$ cat src/rtl/spi_ram_bridge_if.sv
// SPI pin bundle for spi_ram_bridge: the board-side serial lines plus the status outputs.
// The master modport is the board/bench side, the slave modport is the bridge.
interface spi_ram_bridge_if;
  logic SS_n;
  logic MOSI;
  logic MISO;
  logic busy;
  logic frame_abort;

  modport slave  (input SS_n, MOSI, output MISO, busy, frame_abort);
  modport master (output SS_n, MOSI, input MISO, busy, frame_abort);
endinterface

$ cat src/rtl/spi_ram_bridge.sv
// SPI slave fronting a flop-array RAM with auto-incrementing read/write address registers.
// Define SPI_BURST_EN to allow back-to-back data words inside one SS_n assertion.
module spi_ram_bridge #(
  parameter int ADDR_WIDTH = 8,
  parameter int DATA_WIDTH = 8
) (
  input  logic            clk,
  input  logic            rst_n,
  spi_ram_bridge_if.slave spi
);

  localparam int DEPTH   = 2 ** ADDR_WIDTH;
  localparam int SHIFT_W = (ADDR_WIDTH > DATA_WIDTH) ? ADDR_WIDTH : DATA_WIDTH;
  localparam int CNT_W   = $clog2(SHIFT_W + 1);

  localparam logic [CNT_W-1:0]      CNT_ONE   = CNT_W'(1);
  localparam logic [CNT_W-1:0]      ADDR_LAST = CNT_W'(ADDR_WIDTH - 1);
  localparam logic [CNT_W-1:0]      DATA_LAST = CNT_W'(DATA_WIDTH - 1);
  localparam logic [CNT_W-1:0]      DATA_FULL = CNT_W'(DATA_WIDTH);
  localparam logic [ADDR_WIDTH-1:0] ADDR_ONE  = ADDR_WIDTH'(1);

  typedef enum logic [2:0] {
    IDLE, CMD, WR_ADDR, WR_DATA, RD_ADDR, RD_TA, RD_SHIFT, DONE
  } state_t;

  state_t                  state;
  logic [CNT_W-1:0]        bit_cnt;
  logic                    cmd_bit;
  logic [SHIFT_W-2:0]      rx_shift;
  logic [DATA_WIDTH-2:0]   tx_shift;
  logic [ADDR_WIDTH-1:0]   wr_addr;
  logic [ADDR_WIDTH-1:0]   rd_addr;
  logic                    miso_q;
  logic                    busy_q;
  logic                    abort_q;

  logic [DATA_WIDTH-1:0]   mem [DEPTH];
  logic [DATA_WIDTH-1:0]   rd_word;
  logic [SHIFT_W-1:0]      rx_next;
  logic                    mem_we;
  logic                    mid_frame;

  assign rx_next = {rx_shift, spi.MOSI};
  assign rd_word = mem[rd_addr];

  // Gating with rst_n keeps a write from landing on the same edge reset is asserted.
  assign mem_we = rst_n && !spi.SS_n && (state == WR_DATA) && (bit_cnt == DATA_LAST);

  always_ff @(posedge clk) begin
    if (mem_we)
      mem[wr_addr] <= rx_next[DATA_WIDTH-1:0];
  end

  // In burst mode a word boundary (counter parked at DATA_FULL) is a clean place to stop.
  always_comb begin
    mid_frame = (state != IDLE) && (state != DONE);
`ifdef SPI_BURST_EN
    if ((state == WR_DATA || state == RD_SHIFT) && bit_cnt == DATA_FULL)
      mid_frame = 1'b0;
`endif
  end

  always_ff @(posedge clk or negedge rst_n) begin
    if (!rst_n) begin
      state    <= IDLE;
      bit_cnt  <= '0;
      cmd_bit  <= 1'b0;
      rx_shift <= '0;
      tx_shift <= '0;
      wr_addr  <= '0;
      rd_addr  <= '0;
      miso_q   <= 1'b0;
      busy_q   <= 1'b0;
      abort_q  <= 1'b0;
    end else begin
      abort_q <= 1'b0;
      miso_q  <= 1'b0;
      if (spi.SS_n) begin
        state    <= IDLE;
        busy_q   <= 1'b0;
        bit_cnt  <= '0;
        cmd_bit  <= 1'b0;
        rx_shift <= '0;
        tx_shift <= '0;
        abort_q  <= mid_frame;
      end else begin
        busy_q   <= 1'b1;
        rx_shift <= rx_next[SHIFT_W-2:0];
        case (state)
          IDLE: begin
            cmd_bit <= spi.MOSI;
            bit_cnt <= '0;
            state   <= CMD;
          end
          CMD: begin
            bit_cnt <= '0;
            case ({cmd_bit, spi.MOSI})
              2'b00:   state <= WR_ADDR;
              2'b01:   state <= WR_DATA;
              2'b10:   state <= RD_ADDR;
              default: state <= RD_TA;
            endcase
          end
          WR_ADDR: begin
            if (bit_cnt == ADDR_LAST) begin
              wr_addr <= rx_next[ADDR_WIDTH-1:0];
              state   <= DONE;
            end else begin
              bit_cnt <= bit_cnt + CNT_ONE;
            end
          end
          RD_ADDR: begin
            if (bit_cnt == ADDR_LAST) begin
              rd_addr <= rx_next[ADDR_WIDTH-1:0];
              state   <= DONE;
            end else begin
              bit_cnt <= bit_cnt + CNT_ONE;
            end
          end
          WR_DATA: begin
            if (bit_cnt == DATA_LAST) begin
              wr_addr <= wr_addr + ADDR_ONE;
`ifdef SPI_BURST_EN
              bit_cnt <= DATA_FULL;
`else
              state   <= DONE;
`endif
            end else if (bit_cnt == DATA_FULL) begin
              bit_cnt <= CNT_ONE;
            end else begin
              bit_cnt <= bit_cnt + CNT_ONE;
            end
          end
          RD_TA: begin
            tx_shift <= rd_word[DATA_WIDTH-2:0];
            miso_q   <= rd_word[DATA_WIDTH-1];
            rd_addr  <= rd_addr + ADDR_ONE;
            bit_cnt  <= CNT_ONE;
            state    <= RD_SHIFT;
          end
          RD_SHIFT: begin
            // DATA_FULL means the previous word is fully out; fetch the next one with no gap.
            if (bit_cnt == DATA_FULL) begin
              tx_shift <= rd_word[DATA_WIDTH-2:0];
              miso_q   <= rd_word[DATA_WIDTH-1];
              rd_addr  <= rd_addr + ADDR_ONE;
              bit_cnt  <= CNT_ONE;
            end else begin
              miso_q   <= tx_shift[DATA_WIDTH-2];
              tx_shift <= tx_shift << 1;
              bit_cnt  <= bit_cnt + CNT_ONE;
`ifndef SPI_BURST_EN
              if (bit_cnt == DATA_LAST)
                state <= DONE;
`endif
            end
          end
          DONE: begin
          end
          default: state <= IDLE;
        endcase
      end
    end
  end

  assign spi.MISO        = miso_q;
  assign spi.busy        = busy_q;
  assign spi.frame_abort = abort_q;

endmodule
$ cat src/flat_wrapper.sv
// flat-port wrapper written by rule: the top's interface ports become plain ports
module spi_ram_bridge_flat 
#(
  parameter int ADDR_WIDTH = 8,
  parameter int DATA_WIDTH = 8
)
  (clk, rst_n, spi_SS_n, spi_MOSI, spi_MISO, spi_busy, spi_frame_abort);
  spi_ram_bridge_if spi_i ();
  input  logic clk;
  input  logic rst_n;
  input wire logic [$bits(spi_i.SS_n)-1:0] spi_SS_n;
  input wire logic [$bits(spi_i.MOSI)-1:0] spi_MOSI;
  output wire logic [$bits(spi_i.MISO)-1:0] spi_MISO;
  output wire logic [$bits(spi_i.busy)-1:0] spi_busy;
  output wire logic [$bits(spi_i.frame_abort)-1:0] spi_frame_abort;
  assign spi_i.SS_n = spi_SS_n;
  assign spi_i.MOSI = spi_MOSI;
  assign spi_MISO = spi_i.MISO;
  assign spi_busy = spi_i.busy;
  assign spi_frame_abort = spi_i.frame_abort;
  spi_ram_bridge #(.ADDR_WIDTH(ADDR_WIDTH), .DATA_WIDTH(DATA_WIDTH)) u_core (.clk(clk), .rst_n(rst_n), .spi(spi_i));
endmodule
$ cat config.mk
export PLATFORM = sky130hd
export DESIGN_NAME = spi_ram_bridge_flat
export DESIGN_NICKNAME = d
export VERILOG_FILES = /design/src/rtl/spi_ram_bridge_if.sv /design/src/rtl/spi_ram_bridge.sv /design/src/flat_wrapper.sv
export SDC_FILE = /design/constraint.sdc
export NUM_CORES = 2
export LEC_CHECK = 0
export CAP_MARGIN = 20
export CORE_UTILIZATION = 35
export DETAILED_ROUTE_END_ITERATION = 8
export GPL_TIMING_DRIVEN = 0
export SLEW_MARGIN = 20
export SYNTH_ARGS = -nofsm -noshare
export SYNTH_HDL_FRONTEND = slang
export SYNTH_SLANG_ARGS = --single-unit
$ cat constraint.sdc
create_clock -name clk -period 5.9 [get_ports clk]
set_clock_uncertainty 0.1 [all_clocks]
set_input_delay 1.18 -clock clk [delete_from_list [all_inputs] [get_ports clk]]
set_output_delay 1.18 -clock clk [all_outputs]
set_load 0.01 [all_outputs]
==> results.py <==
metrics = {
    "run_status": {
        "status": "finished, violations left",
        "violations_in_the_final_reports": "setup timing",
    },
    "placed_design": {
        "port_buffers": 5,
        "postPlaceCellArea_sq_um": 87710,
        "place_inst": 7200,
        "dpl_worst_slack_ns": -0.2545,
        "place_congestion": 1.025,
        "post-dp-hpwl_mm": 209.2,
    },
    "cts": {
        "clock_latency_ns": 0.88,
        "cts_buffer_depth": 3,
        "cts.sink_count": 2089,
        "htree_num_levels": 4,
        "cts_made_buffers": 209,
        "tritoncts_clock_tree": "done",
        "cts_root_buffer": "clkbuf_16",
        "postCtsSetupBuffers": 0,
        "clock_transition_at_path_regs_ns": 0.07,
    },
    "logic_synthesis": {
        "synth.area.top_cells": "edfxtp_1 (75%), mux4_2 (11%), mux2i_1 (2.2%), nor2_1 (1.5%), mux4_1 (1.3%)",
        "syn_nets": 4014,
        "yosys_register_bits": 2089,
        "synth-warning-count": 0,
        "ys_async_sr_fraction_pct": 1.963,
        "syn-instance-count": 4003,
        "synth_edf_count": 2048,
        "postSynth.topFlopCell": "edfxtp_1",
        "synth_area_sq_um": 82160,
        "netlist.top_cell.by_area": "edfxtp_1",
        "mean_post_synth_cell_area_sq_um": 20.53,
        "seq_area_frac_synth_pct": 76.10,
        "synth_cell_types": 66,
        "synth_largest_type_area_fraction_pct": 74.85,
    },
    "power": {
        "power.static_leakage_nw": 25.67,
        "power_density_nw_per_um2": 426.1,
        "vdd_drop_max_mv": 0.3021,
        "design_power_total_mw": 40.25,
    },
    "timing": {
        "clock.fmax_ghz": 0.1630,
        "finalCritPeriodShare_pct": 104.0,
        "hold_viol_final": 0,
        "finalSetupViolCount": 3,
        "max_slew_margin_pct": 7.714,
        "max_transition_viols_final": 0,
        "timing.final.crit_period_ns": 6.136,
        "unrepaired_setup_endpoints_after_global_routing": "false",
        "tightestPinTransition_ns": 1.380,
        "postLayoutSetupSlackWorst_ns": -0.2363,
    },
    "worst_setup_path": {
        "timing.critical_path.arrival_ns": 6.78,
        "critical_path_class": "flip-flop to flip-flop",
        "critPathMaxFanout": 10,
        "crit_required_ns": 6.54,
        "timing.critical_path.from_type": "flip-flop",
        "timing.reg2reg.worst_path_depth": 10,
        "end_kind": "flip-flop",
    },
    "floorplanning": {
        "die_h_um": 486.5,
        "floorplan.rows": 177,
        "fp.dieArea_sq_um": 236700,
        "effective_utilization_at_floorplan_pct": 35.27,
        "ios": 7,
        "placeableCoreArea_sq_um": 233000,
        "die_x_um": 486.5,
    },
    "detailed_routing": {
        "routed_wire_length_per_instance_um": 42.17,
        "via_per_inst": 6.248,
        "vias": 47500,
        "router_iterations_before_antenna_repair": 6,
        "route.detailed.drc": 0,
        "detail-route-antenna-nets": 0,
        "route.final.wire_length_mm": 320.6,
        "route.top_layer_used": "met5",
        "initialDrtViolationCount": 9317,
        "wl_met2_mm": 138.6,
        "dr_wl_met3_mm": 45.81,
        "detail_route.wirelength.met1_mm": 113.7,
    },
    "global_routing": {
        "number_of_antenna_violations_at_the_first_check_in_global_routing": 35,
        "grt_remaining_overflow": 0,
        "track_usage_pct": 26.69,
        "grt_max_degree": 130,
        "grt_pass1_wl_mm": 415.0,
        "number_of_global_route_vias_before_repair": 44180,
    },
    "layout": {
        "utilization_after_layout_pct": 40.55,
        "final_cells": 7603,
        "fin_area_sq_um": 94480,
        "fin_nets": 4291,
        "layout-drive-gt1-share_pct": 22.89,
        "area_growth_syn_to_layout_pct": 14.99,
    },
    "flow_run": {
        "maxCapViolCount": 0,
    },
    "hold_path": {
        "hp_class": "input pin to async pin",
    },
}
## metrics by stage
stage	hold slack, ns	TNS, ns
after global placement	0.4166	-6500.58
after floorplan	0.3773	0
after detailed placement	0.4170	-0.3102
final	0.1467	-0.4551
after CTS	0.1229	0
after global routing	0.1496	0
## path summary, 6_finish.rpt
kind,slack [ns],from,to
hold / removal,0.15,rst_n,u_core.rd_addr[7]
setup / recovery,-0.24,u_core.rd_addr[1],u_core.tx_shift[1]
max in group asynchronous,5.03,rst_n,u_core.rx_shift[0]
hold reg to reg,0.43,u_core.tx_shift[2],u_core.tx_shift[2]
setup reg to reg,-0.24,u_core.rd_addr[1],u_core.tx_shift[1]
min in group clk,0.43,u_core.tx_shift[2],u_core.tx_shift[2]
## worst max-delay path, cell delays in order (launching register included)
cell	delay, ns
dfrtp_1	0.46
buf_2	0.38
buf_2	0.53
buf_6	0.34
buf_2	0.80
buf_4	0.64
mux2i_1	0.56
a21oi_1	0.17
a21oi_1	0.94
nand3_1	0.51
a311o_1	0.48
## cell families after synthesis
group | after synthesis | synth area share (%)
flip-flops | 2089 | 76.10
AND/OR/NAND/NOR | 586 | 3.110
adder cells (fa/ha/maj) | 7 | 0.1066
AO/OA/AOI/OAI | 393 | 3.320
buffers and inverters | 263 | 2.034
multiplexers | 665 | 15.33
## area by class of cell
class,count,area [sq um]
sequential,2089,62550
multi-input combinational,1651,18060
fill,20560,138500
timing repair buffer,66,1454
inverter,17,63.81
clock buffer,264,5532
buffer,246,1692
antenna,23,57.56
clock inverter,115,1145
tap,3132,3919
## synthesized netlist by cell type (4+ instances only)
cell / count
edfxtp_1: 2048
mux4_2: 419
nor2_1: 318
mux2i_1: 180
nand2_1: 107
clkbuf_1: 101
a21oi_1: 80
a22oi_1: 54
o21ai_0: 54
buf_2: 53
o22ai_1: 42
dfrtp_1: 41
mux4_1: 41
a221oi_1: 40
buf_6: 35
nor3_1: 35
nor2b_1: 32
a211oi_1: 28
nand3_1: 27
mux2_2: 25
a221o_1: 21
buf_4: 19
buf_8: 18
nor4_1: 18
inv_1: 17
buf_1: 12
a2111oi_0: 11
a22o_1: 11
o221ai_1: 10
a31oi_1: 9
ha_1: 7
nand2b_1: 7
and3_1: 6
nand4_1: 6
nand3b_1: 5
a311o_1: 4
and2_1: 4
o211ai_1: 4
o32ai_1: 4
or2_2: 4
or4_1: 4
## layout by cell type, fill, tap and decap left out, types with 26 or more instances in the layout
cell type	n
a21oi_1	80
buf_4	26
nor2_1	314
nand2_1	106
edfxtp_1	2048
buf_6	35
a22oi_1	54
clkbuf_1	100
nor2b_1	32
mux4_1	41
a211oi_1	28
buf_16	40
clkbuf_2	51
clkbuf_16	213
nor3_1	31
a221oi_1	40
mux4_2	419
o21ai_0	54
mux2i_1	180
dfrtp_1	34
clkinv_1	41
o22ai_1	42
buf_2	64
clkinv_2	39
## per-layer routing
metal	GRT usage, %	up-vias
met5	0.5511	-
met4	15.62	22
met3	9.952	887
met2	38.85	4083
met1	33.98	25250
li1	-	17260
## power breakdown
part / total, mW / switching (mW) / internal, mW
sequential: 16.2 / 0.0532 / 16.2
combinational: 10.7 / 8.00 / 2.72
clock: 13.3 / 5.91 / 7.39
## sequential cells by signal, indices dropped and copies added, names as in the netlist
signal	count
u_core.bit_cnt	4
u_core.cmd_bit	1
u_core.mem	2048
u_core.rd_addr	8
u_core.rx_shift	7
u_core.spi.MISO	1
u_core.spi.busy	1
u_core.spi.frame_abort	1
u_core.state	3
u_core.tx_shift	7
u_core.wr_addr	8
## what timing repair did
item | in CTS | in global routing
resized for setup | 2 | 1
endpoints found under the setup margin | 2 | 1
hold buffers | 0 | 0
Power figures use the tool's default switching activity.
